--- config.mk ---
export PLATFORM = sky130hd
export DESIGN_NAME = memory_arbiter
export DESIGN_NICKNAME = d
export VERILOG_FILES = /design/src/rtl/memory_arbiter_pkg.sv /design/src/rtl/memory_arbiter.sv
export SDC_FILE = /design/constraint.sdc
export NUM_CORES = 1
export LEC_CHECK = 0
export ABC_AREA = 1
export CAP_MARGIN = 20
export CORE_ASPECT_RATIO = 0.5
export CORE_MARGIN = 4
export CORE_UTILIZATION = 42
export CTS_CLUSTER_SIZE = 20
export DETAILED_ROUTE_END_ITERATION = 8
export PLACE_DENSITY = 0.8
export SYNTH_ARGS = -nofsm -noshare
export SYNTH_HDL_FRONTEND = slang
export SYNTH_SLANG_ARGS = --single-unit
--- constraint.sdc ---
create_clock -name clk -period 1.9 [get_ports clk]
set_clock_uncertainty 0.1 [all_clocks]
set_input_delay 0.19 -clock clk [delete_from_list [all_inputs] [get_ports clk]]
set_output_delay 0.19 -clock clk [all_outputs]
set_load 0.1 [all_outputs]
--- src/rtl/memory_arbiter_pkg.sv ---
// Shared widths and encodings for the IF/LS memory-port arbiter.
// The round-robin pick lives here so the policy is stated exactly once.
package memory_arbiter_pkg;

  localparam int LEN_MEM_ADDR = 16;
  localparam int LEN_WORD     = 32;

  typedef enum logic [1:0] {
    ARB_IDLE  = 2'd0,
    ARB_ISSUE = 2'd1,
    ARB_WAIT  = 2'd2,
    ARB_DONE  = 2'd3
  } arb_state_e;

  typedef enum logic {
    OWN_IF = 1'b0,
    OWN_LS = 1'b1
  } owner_e;

  // Sole requester wins; on a tie the one not granted last wins.
  function automatic owner_e rr_pick(input logic if_req, input logic ls_req,
                                     input owner_e last);
    if (if_req && ls_req) return (last == OWN_IF) ? OWN_LS : OWN_IF;
    return ls_req ? OWN_LS : OWN_IF;
  endfunction

endpackage

--- src/rtl/memory_arbiter.sv ---
// Two-way round-robin arbiter sharing one memory port between instruction
// fetch (read-only) and load/store, one outstanding transaction at a time.
module memory_arbiter
  import memory_arbiter_pkg::*;
#(
  parameter logic INIT_PRIO = 1'b0
) (
  input  logic                    clk,
  input  logic                    rst,
  input  logic                    if_req,
  input  logic [LEN_MEM_ADDR-1:0] if_addr,
  output logic                    if_done,
  output logic [LEN_WORD-1:0]     if_rdata,
  input  logic                    ls_req,
  input  logic                    ls_we,
  input  logic [LEN_MEM_ADDR-1:0] ls_addr,
  input  logic [LEN_WORD-1:0]     ls_wdata,
  output logic                    ls_done,
  output logic [LEN_WORD-1:0]     ls_rdata,
  output logic                    mem_order,
  output logic                    mem_io,
  output logic [LEN_MEM_ADDR-1:0] mem_address,
  output logic [LEN_WORD-1:0]     mem_i_data,
  input  logic                    mem_accepted,
  input  logic                    mem_accessed,
  input  logic [LEN_WORD-1:0]     mem_o_data
);

  // "Last granted" starts as the other side so INIT_PRIO wins the first tie.
  localparam owner_e LAST_RESET = INIT_PRIO ? OWN_IF : OWN_LS;

  arb_state_e              state_q, state_d;
  owner_e                  owner_q, owner_d;
  owner_e                  last_q, last_d;
  logic                    io_q, io_d;
  logic [LEN_MEM_ADDR-1:0] addr_q, addr_d;
  logic [LEN_WORD-1:0]     wdata_q, wdata_d;
  logic                    order_q, order_d;
  logic                    if_done_q, if_done_d;
  logic                    ls_done_q, ls_done_d;
  logic [LEN_WORD-1:0]     if_rdata_q, if_rdata_d;
  logic [LEN_WORD-1:0]     ls_rdata_q, ls_rdata_d;
  logic                    finish;

  always_comb begin
    // NOTE: every signal gets a default before the case so no path leaves one
    // unassigned, which would otherwise infer a latch.
    state_d    = state_q;
    owner_d    = owner_q;
    last_d     = last_q;
    io_d       = io_q;
    addr_d     = addr_q;
    wdata_d    = wdata_q;
    order_d    = order_q;
    if_done_d  = 1'b0;
    ls_done_d  = 1'b0;
    if_rdata_d = if_rdata_q;
    ls_rdata_d = ls_rdata_q;
    finish     = 1'b0;

    unique case (state_q)
      ARB_IDLE: begin
        if (if_req || ls_req) begin
          owner_d = rr_pick(if_req, ls_req, last_q);
          last_d  = owner_d;
          order_d = 1'b1;
          state_d = ARB_ISSUE;
          if (owner_d == OWN_LS) begin
            io_d    = ls_we;
            addr_d  = ls_addr;
            wdata_d = ls_wdata;
          end else begin
            io_d    = 1'b0;
            addr_d  = if_addr;
            wdata_d = '0;
          end
        end
      end
      ARB_ISSUE: begin
        if (mem_accepted) begin
          order_d = 1'b0;
          finish  = mem_accessed;
          state_d = mem_accessed ? ARB_DONE : ARB_WAIT;
        end
      end
      ARB_WAIT: begin
        if (mem_accessed) begin
          finish  = 1'b1;
          state_d = ARB_DONE;
        end
      end
      ARB_DONE: state_d = ARB_IDLE;
      default:  state_d = ARB_IDLE;
    endcase

    // Done pulse and read data are registered so they appear in the DONE cycle.
    if (finish) begin
      if_done_d = (owner_q == OWN_IF);
      ls_done_d = (owner_q == OWN_LS);
      if (!io_q) begin
        if (owner_q == OWN_IF) if_rdata_d = mem_o_data;
        else                   ls_rdata_d = mem_o_data;
      end
    end
  end

  // NOTE: state registers use non-blocking assignments so every flop samples
  // the pre-edge values, independent of statement order.
  always_ff @(posedge clk) begin
    if (rst) begin
      state_q    <= ARB_IDLE;
      owner_q    <= OWN_IF;
      last_q     <= LAST_RESET;
      io_q       <= 1'b0;
      addr_q     <= '0;
      wdata_q    <= '0;
      order_q    <= 1'b0;
      if_done_q  <= 1'b0;
      ls_done_q  <= 1'b0;
      if_rdata_q <= '0;
      ls_rdata_q <= '0;
    end else begin
      state_q    <= state_d;
      owner_q    <= owner_d;
      last_q     <= last_d;
      io_q       <= io_d;
      addr_q     <= addr_d;
      wdata_q    <= wdata_d;
      order_q    <= order_d;
      if_done_q  <= if_done_d;
      ls_done_q  <= ls_done_d;
      if_rdata_q <= if_rdata_d;
      ls_rdata_q <= ls_rdata_d;
    end
  end

  assign mem_order   = order_q;
  assign mem_io      = io_q;
  assign mem_address = addr_q;
  assign mem_i_data  = wdata_q;
  assign if_done     = if_done_q;
  assign ls_done     = ls_done_q;
  assign if_rdata    = if_rdata_q;
  assign ls_rdata    = ls_rdata_q;

endmodule

==> results.txt, run 1 <==
The flow ran to the end, and the final reports show no timing, DRC or antenna violations. Post-CTS timing repair inserted 0 buffers for setup. The share of synthesized flip-flops with an asynchronous set or reset came out at 0%.

The post-detailed-placement half-perimeter wirelength came out at 9847 um. Global routing used roughly a fifth of the available tracks. The count of instances resized after the clock tree is built is 0. The data arrival time of the critical path is just under 2 ns. The tree is rooted in a sky130_fd_sc_hd__clkbuf_16.

The initial antenna violation count is 0. The cell repeated most along the worst path is sky130_fd_sc_hd__nand2_1. The post-route setup TNS came out at 0 ns. The synthesized net count came out at roughly 820. The maximum vdd ir drop is ~0.83 mV. The H-tree was split into 4 levels. Among all stages on the critical path, the largest delay is contributed by sky130_fd_sc_hd__dfxtp_1. 0 antenna diodes ended up in the layout. The maximum number of pins on one net before global-route repair is 57. For this run, the register share of the synthesized area comes to roughly half. The average vias per placed instance came out at ~4.4. The start-to-end type of the worst setup path is flop to flop. Clock-pin slew was measured on the worst setup and hold paths at around 0.060 ns. The number of hold-repair buffers added at the cts stage came out at 0. The actual transition at the worst max-transition pin is slightly below 0.6 ns. The count of nets left with antenna violations once routing finished came out at 0. Counting flops and latches in the post-synthesis netlist gives 120. The die extent in x is 161.4 um. By count the netlist is led by sky130_fd_sc_hd__nand2_1 (240), sky130_fd_sc_hd__nor2_1 (147), sky130_fd_sc_hd__dfxtp_1 (120).

The final total power came out at ~12000 uW. The post-synthesis area per instance is roughly 7.0 um^2. The number of nets in the final layout came out at around 1000. The final count of pins violating max slew is 0. Measured against its own limit, the worst slew margin works out to 61.38%. By area the synthesized netlist is led by sky130_fd_sc_hd__dfxtp_1 (49%), sky130_fd_sc_hd__nand2_1 (18%), sky130_fd_sc_hd__nor2_1 (11%), sky130_fd_sc_hd__inv_1 (5.6%), sky130_fd_sc_hd__a21oi_1 (5.5%). The number of maximum-capacitance violations came out at 0. The area of the mapped netlist is approximately 5000 um^2. The number of CTS-inserted buffers is 17. The first-iteration detailed-routing DRC count is approximately 280. The number of buffers added on ports came out at approximately 220. Dividing the detail-routed wire length by the instance count gives ~13 um. The total of warnings raised by yosys is 0. The most frequently used flop master after synthesis is sky130_fd_sc_hd__dfxtp_1. The initial core utilization is about 44%.

At the end of routability-driven placement, the weighted congestion stood at 0.8210. The clock tree buffer depth is 2. The utilization after layout came out at between 60% and 70%. The class of the most critical hold timing path is primary input to flop.

For this run, design rule violations remaining after detail routing come to 0. The TritonCTS clock tree is done. The full die area is around 14000 um^2.

The first global-routing pass estimated ~23000 um of wire. The total number of placement rows is 27. The worst setup path is launched from a flop. Along the worst path, the maximum fanout reaches 32. sky130_fd_sc_hd__nand2_1 is the most common cell in the netlist. The leakage dissipation came out at approximately 0.0037 uW. The number of iterations in the first detailed-routing pass is 4. The hold violation total from the final report came out at 0. The cell count after synthesis came out at 710.

The number of top-level pins came out at roughly 220. The detailed-route wire length is ~14000 um. The number of global-route vias before repair came to roughly 4600. The proportion of netlist area held by the largest area contributor came out at about half. The count of endpoints failing setup in the final report is 0. The maximum operating frequency came out at approximately 600 MHz. The data required time at the worst endpoint came out at 2.14 ns. The number of different library cells in the post-synthesis netlist is 19. The die span in y came out at 84.70 um. The cell accounting for the most synthesized area is sky130_fd_sc_hd__dfxtp_1. Relative to the synthesized area, the layout overhead comes to 52.34%. The fraction of final layout cells sized beyond drive strength 1 came out at 18.20%. The worst setup path is captured at a flop.

Of the available clock period, the critical path in the final layout requires about 89%. Setup repair after global routing left no endpoint under its margin. The largest incremental delay on the critical path is 0.38 ns. The clock reaches the later pin of the worst-skew pair after approximately 0.40 ns. The placeable core region is around 11000 um^2. In this run, synthesis inferred 0 flip-flops with an integrated enable. The signal on the critical path passes through inv_1 -> ha_1 -> nand2_1 -> inv_2 -> nand4_4 -> buf_12 -> nand2_1 -> nand2_1 -> nor2_1. Hold is met by roughly 0.24 ns. The via count came out at a little under 5000. The count of fill cells added during filler insertion came out at roughly 980. The count of clock tree sinks came out at 120.

The total overflow reported by the global router came out at 0. The total power density per cell area came out at approximately 1500 nW/um^2. The clock period minus final worst setup slack came out at 1.696 ns.
## routing by layer
layer / share of wire [%] / global-route usage [%] / vias to the layer above
met5: 0 / 0 / -
met4: 1.5 / 8.050 / 0
met3: 5.0 / 5.150 / 16
met2: 50 / 34.87 / 116
met1: 43 / 24.91 / 2177
li1: - / - / 2544
## through the flow
stage / instance area (um^2) / std cells / setup slack (ns)
6_report: 7527 / 1093 / 0.2041
5_1_grt: 7527 / 1093 / 0.04572
4_1_cts: 7527 / 1093 / 0.1997
3_5_place_dp: 6937 / 1061 / 0.2134
3_3_place_gp: 6937 / 1061 / 0.2633
2_1_floorplan: 4942 / 710 / 0.3304
## state kept, by name (all words and copies together) (netlist names)
register	count
if_rdata	32
ls_rdata	32
mem_i_data	32
mem_address	16
state_q	2
if_done	1
last_q	1
ls_done	1
mem_io	1
mem_order	1
owner_q	1
## worst paths after layout
check	from	to	depth (start not counted)	slack, ns
worst max-delay path	state_q[0]$_SDFFE_PP0P_	ls_rdata[25]$_SDFFE_PP0P_	9	0.20
worst min-delay path	ls_wdata[21]	mem_i_data[21]$_SDFFE_PP0P_	3	0.24
worst max register to register	state_q[0]$_SDFFE_PP0P_	ls_rdata[25]$_SDFFE_PP0P_	9	0.20
worst min register to register	mem_i_data[3]$_SDFFE_PP0P_	mem_i_data[3]$_SDFFE_PP0P_	2	0.37
## power breakdown
part	switching, uW	total (uW)	leakage [uW]	internal [uW]
registers	230	3160	0.000976	2930
clock network	1200	3160	0.000275	1970
logic	4000	5220	0.00248	1220
total	5420	11500	0.00373	6120
## critical path, delay by kind of cell, from the launching register on
kind / cells / cell delay (ns)
flip-flops: 1 / 0.38
buffers and inverters: 3 / 0.41
AND/OR/NAND/NOR: 5 / 0.42
adder cells (fa/ha/maj): 1 / 0.31
## layout by cell type, fill, tap and decap left out, types with 4 or more instances in the layout
cell type and instances:
sky130_fd_sc_hd__nand2_1 240, sky130_fd_sc_hd__nor2_1 147, sky130_fd_sc_hd__dfxtp_1 119, sky130_fd_sc_hd__buf_4 119
sky130_fd_sc_hd__clkdlybuf4s50_1 102, sky130_fd_sc_hd__inv_1 74, sky130_fd_sc_hd__a21oi_1 54, sky130_fd_sc_hd__clkbuf_16 17
sky130_fd_sc_hd__o21ai_0 15, sky130_fd_sc_hd__nand3_1 8, sky130_fd_sc_hd__buf_12 6, sky130_fd_sc_hd__clkinvlp_4 5
sky130_fd_sc_hd__inv_2 4, sky130_fd_sc_hd__ha_1 4, sky130_fd_sc_hd__clkinv_4 4
## kinds of logic after synthesis
family | after synthesis | synth area share (%)
AO/OA/AOI/OAI | 70 | 7.090
adder cells (fa/ha/maj) | 4 | 1.013
flip-flops | 120 | 48.62
AND/OR/NAND/NOR | 402 | 32.39
buffers and inverters | 114 | 10.89
## final cells by class
cell class	instances	area, um^2	share of cell area [%]
multi-input cells	476	2001	26.58
repair buffers	227	2034	27.03
well taps	159	198.9	2.643
inverters	79	299.0	3.973
clock buffers	18	439.2	5.834
flip-flops and latches	120	2404	31.93
clock inverters	14	151.4	2.011
Power figures use the tool's default switching activity.
==> inputs of run 2 (changes only) <==
--- a/config.mk
+++ b/config.mk
@@ -9,10 +9,10 @@
 export CAP_MARGIN = 20
 export CORE_ASPECT_RATIO = 0.5
 export CORE_MARGIN = 4
-export CORE_UTILIZATION = 42
+export CORE_UTILIZATION = 38
 export CTS_CLUSTER_SIZE = 20
 export DETAILED_ROUTE_END_ITERATION = 8
-export PLACE_DENSITY = 0.8
+export PLACE_DENSITY = 0.77
 export SYNTH_ARGS = -nofsm -noshare
 export SYNTH_HDL_FRONTEND = slang
 export SYNTH_SLANG_ARGS = --single-unit
==> constraint.sdc (replaced) <==
create_clock -name clk -period 1.5 [get_ports clk]
set_clock_uncertainty 0.1 [all_clocks]
set_input_delay 0.15 -clock clk [delete_from_list [all_inputs] [get_ports clk]]
set_output_delay 0.15 -clock clk [all_outputs]
set_load 0.1 [all_outputs]
==> results.txt, run 2 (same netlist as run 1, synthesis figures left out) <==
Walking the worst path, the cells encountered are inv_4 -> buf_12 -> ha_4 -> nand2_4 -> nand2_4 -> nand4_4 -> buf_6 -> buf_12 -> nand2_2 -> nand2_1 -> nor2_1. The global placement routability congestion is around 0.9. The library cell used most frequently in the layout, excluding fill and tap cells, is sky130_fd_sc_hd__nand2_1. The number of maximum-capacitance violations is 0. In the layout the commonest cells are sky130_fd_sc_hd__nand2_1 (206), sky130_fd_sc_hd__buf_12 (127), sky130_fd_sc_hd__nor2_1 (125). The average vias per placed instance came out at ~4.8. The number of top-level pins came out at between 200 and 250. Data arrives at the worst endpoint at 1.95 ns. The first-pass GRT wire length came out at 27340 um. The die span in y came out at just under 90 um. The largest fanout on the critical path is 8.

The number of buffers added on ports is around 220. In this run the remaining antenna-violating nets after routing total 0. TritonCTS built the clock tree. The hold violation total from the final report came out at 0.

The overall routing resource usage is around 23%. Data on the critical path is required at its endpoint by around 1.7 ns. For this block, the initial DRC count from the detailed router was between 300 and 400. IR analysis of the VDD net gives a maximum drop of around 1.0 mV. The tightest hold margin came out at ~0.20 ns.

Static timing analysis puts the maximum clock frequency at about 580 MHz. The summed area of non-filler cells in the final layout came out at 9773 um^2. The count of clock tree sinks is 120. The initial core utilization came out at around 40%.

The run finished, with violations left. Cells with a size suffix above 1 make up between 20 and 30% of the layout. The placeable core region came out at 12700 um^2.

The count of fill cells added during filler insertion came out at 771. In the post-route analysis, the smallest setup slack over all paths is -0.2189 ns. On the critical path, the stage with the largest delay is an instance of sky130_fd_sc_hd__dfxtp_2.

The final total power came out at 17850 uW. The clock insertion delay at the later pin of the skew report is ~0.40 ns. The critical path is of the flop to flop type. The average wire per standard cell is between 15 and 20 um. The total power density per cell area is 1827 nW/um^2.

The net switching component of the power is between 7000 and 8000 uW. The final count of pins violating max slew came out at 0. For this run, the share of the core covered by cells in the final layout is between 70 and 80%. The placed instances occupy a cell area of 8582 um^2. The H-tree was split into 4 levels. The clock tree buffer depth came out at 2.

At the pin with the least slew margin, the transition time is ~0.34 ns. The initial antenna violation count was 0. The clock period minus final worst setup slack is 1.719 ns.

The number of iterations in the first detailed-routing pass came out at 5. The die extent in x came out at ~170 um. The area growth from synthesis to layout is 97.80%.

The remaining design rule violation count came out at 0. The relative contribution of the clock network to total power is 23.5%. The detailed-route wire length is 19070 um.

The leakage dissipation came out at 0.004348 uW. The post-route clock period utilization is 114.6%. Setup repair after global routing could not meet its margin everywhere. On the worst path, the slowest cell contributes a delay of 0.33 ns.

The internal power came out at ~10000 uW. Setup violations remaining at the end of the flow were counted as 65. The number of global-route vias before repair came out at 5388.

The total overflow reported by the global router is 0. The worst setup path is captured at a flop. At the end of the flow, the number of nets in the layout was between 1000 and 1500. The headroom to the max-slew limit came out at between 70% and 80%. The cell sitting at the root of the clock tree is a sky130_fd_sc_hd__clkbuf_16. The cell family contributing the most delay on the critical path is simple AND/OR/NAND/NOR gates. In this run, CTS created clock tree buffers numbering 17. The total number of placement rows is 29. The worst setup path is launched from a flop. The combinational group share of total power is a little over half.

The post-route setup TNS came out at -9.336 ns. The critical path contains buffers and inverters numbering 4 combined. 0 antenna diodes ended up in the layout.

Entering global routing, the biggest net connects 65 pins. The class of the most critical hold timing path is primary input to flop. The checks that failed: setup timing. After legalization and detailed placement, the total HPWL measured ~12000 um. The via count is roughly 5500.

The switching share of power came out at between 40 and 50%. The full die area is ~15000 um^2. The clock transition at the registers of the reported paths is approximately 0.06 ns. The portion of total power attributed to sequential cells is about a quarter.
## run 2: changes by cell type in the layout (fill, tap and decap cells not counted), sizes merged
cell	previous run	this run
buf	125	160
bufinv	2	3
clkbuf	18	22
clkinv	6	4
clkinvlp	5	3
inv	80	81
## run 2: final timing paths
path,startpoint,depth (start not counted),end,slack [ns]
hold reg to reg,last_q$_SDFFE_PP1P_,2,last_q$_SDFFE_PP1P_,0.38
setup / recovery,state_q[1]$_SDFFE_PP0P_,11,if_rdata[9]$_SDFFE_PP0P_,-0.22
setup reg to reg,state_q[1]$_SDFFE_PP0P_,11,if_rdata[9]$_SDFFE_PP0P_,-0.22
hold / removal,ls_wdata[6],3,mem_i_data[6]$_SDFFE_PP0P_,0.20
## run 2: power by group through the flow
stage | registers, uW | logic, uW | clock network, uW
5_1_grt | 4350 | 9680 | 4410
3_5_place_dp | 4330 | 8210 | 0
4_1_cts | 4280 | 8850 | 4240
2_1_floorplan | 7450 | 1830 | 0
3_3_place_gp | 4300 | 8080 | 0
6_report | 4290 | 9360 | 4200
## run 2: worst reg2reg max path: stages (launching register included)
cell	delay, ns
sky130_fd_sc_hd__dfxtp_2	0.33
sky130_fd_sc_hd__inv_4	0.09
sky130_fd_sc_hd__buf_12	0.11
sky130_fd_sc_hd__ha_4	0.15
sky130_fd_sc_hd__nand2_4	0.06
sky130_fd_sc_hd__nand2_4	0.09
sky130_fd_sc_hd__nand4_4	0.16
sky130_fd_sc_hd__buf_6	0.19
sky130_fd_sc_hd__buf_12	0.15
sky130_fd_sc_hd__nand2_2	0.06
sky130_fd_sc_hd__nand2_1	0.05
sky130_fd_sc_hd__nor2_1	0.13
## run 2: layout make-up
| class | count | area, um^2 | area share, % |
|---|---|---|---|
| clock buffer | 20 | 456.7 | 4.673 |
| clock inverter | 12 | 147.6 | 1.511 |
| inverter | 79 | 309.0 | 3.162 |
| multi-input combinational | 476 | 2247 | 22.99 |
| sequential | 120 | 2409 | 24.64 |
| tap | 170 | 212.7 | 2.176 |
| timing repair buffer | 264 | 3991 | 40.84 |
## run 2: per-stage QoR
step | setup slack, ns | cells
global route | -0.2901 | 1141
global placement | -0.07575 | 1092
floorplan | 0.006539 | 710
CTS | -0.1618 | 1138
finish | -0.2189 | 1141
detailed placement | -0.1451 | 1092
## run 2: metal layers
layer | wire, um | track usage (%) | part of all wire (%) | vias to the layer above
met5 | 0 | 0 | 0 | -
met4 | 567 | 8.619 | 3.0 | 0
met3 | 919 | 5.801 | 4.8 | 47
met2 | 10050 | 43.72 | 53 | 188
met1 | 7536 | 25.77 | 40 | 2603
li1 | - | - | - | 2632
## run 2: what timing repair did
item | in CTS | in global routing
endpoints found under the setup margin | 117 | 85
setup buffers | 9 | 2
resized for setup | 51 | 45
gates cloned | 5 | 2
hold buffers | 0 | 0
hold endpoints to repair | 0 | 0
pin swaps | 13 | 20
==> inputs of run 3 (changes only) <==
--- a/config.mk
+++ b/config.mk
@@ -13,6 +13,7 @@
 export CTS_CLUSTER_SIZE = 20
 export DETAILED_ROUTE_END_ITERATION = 8
 export PLACE_DENSITY = 0.77
+export SLEW_MARGIN = 25
 export SYNTH_ARGS = -nofsm -noshare
 export SYNTH_HDL_FRONTEND = slang
 export SYNTH_SLANG_ARGS = --single-unit
==> results of run 3 <==
Same layout as run 2: the final DEF is identical, and so are final timing and power.
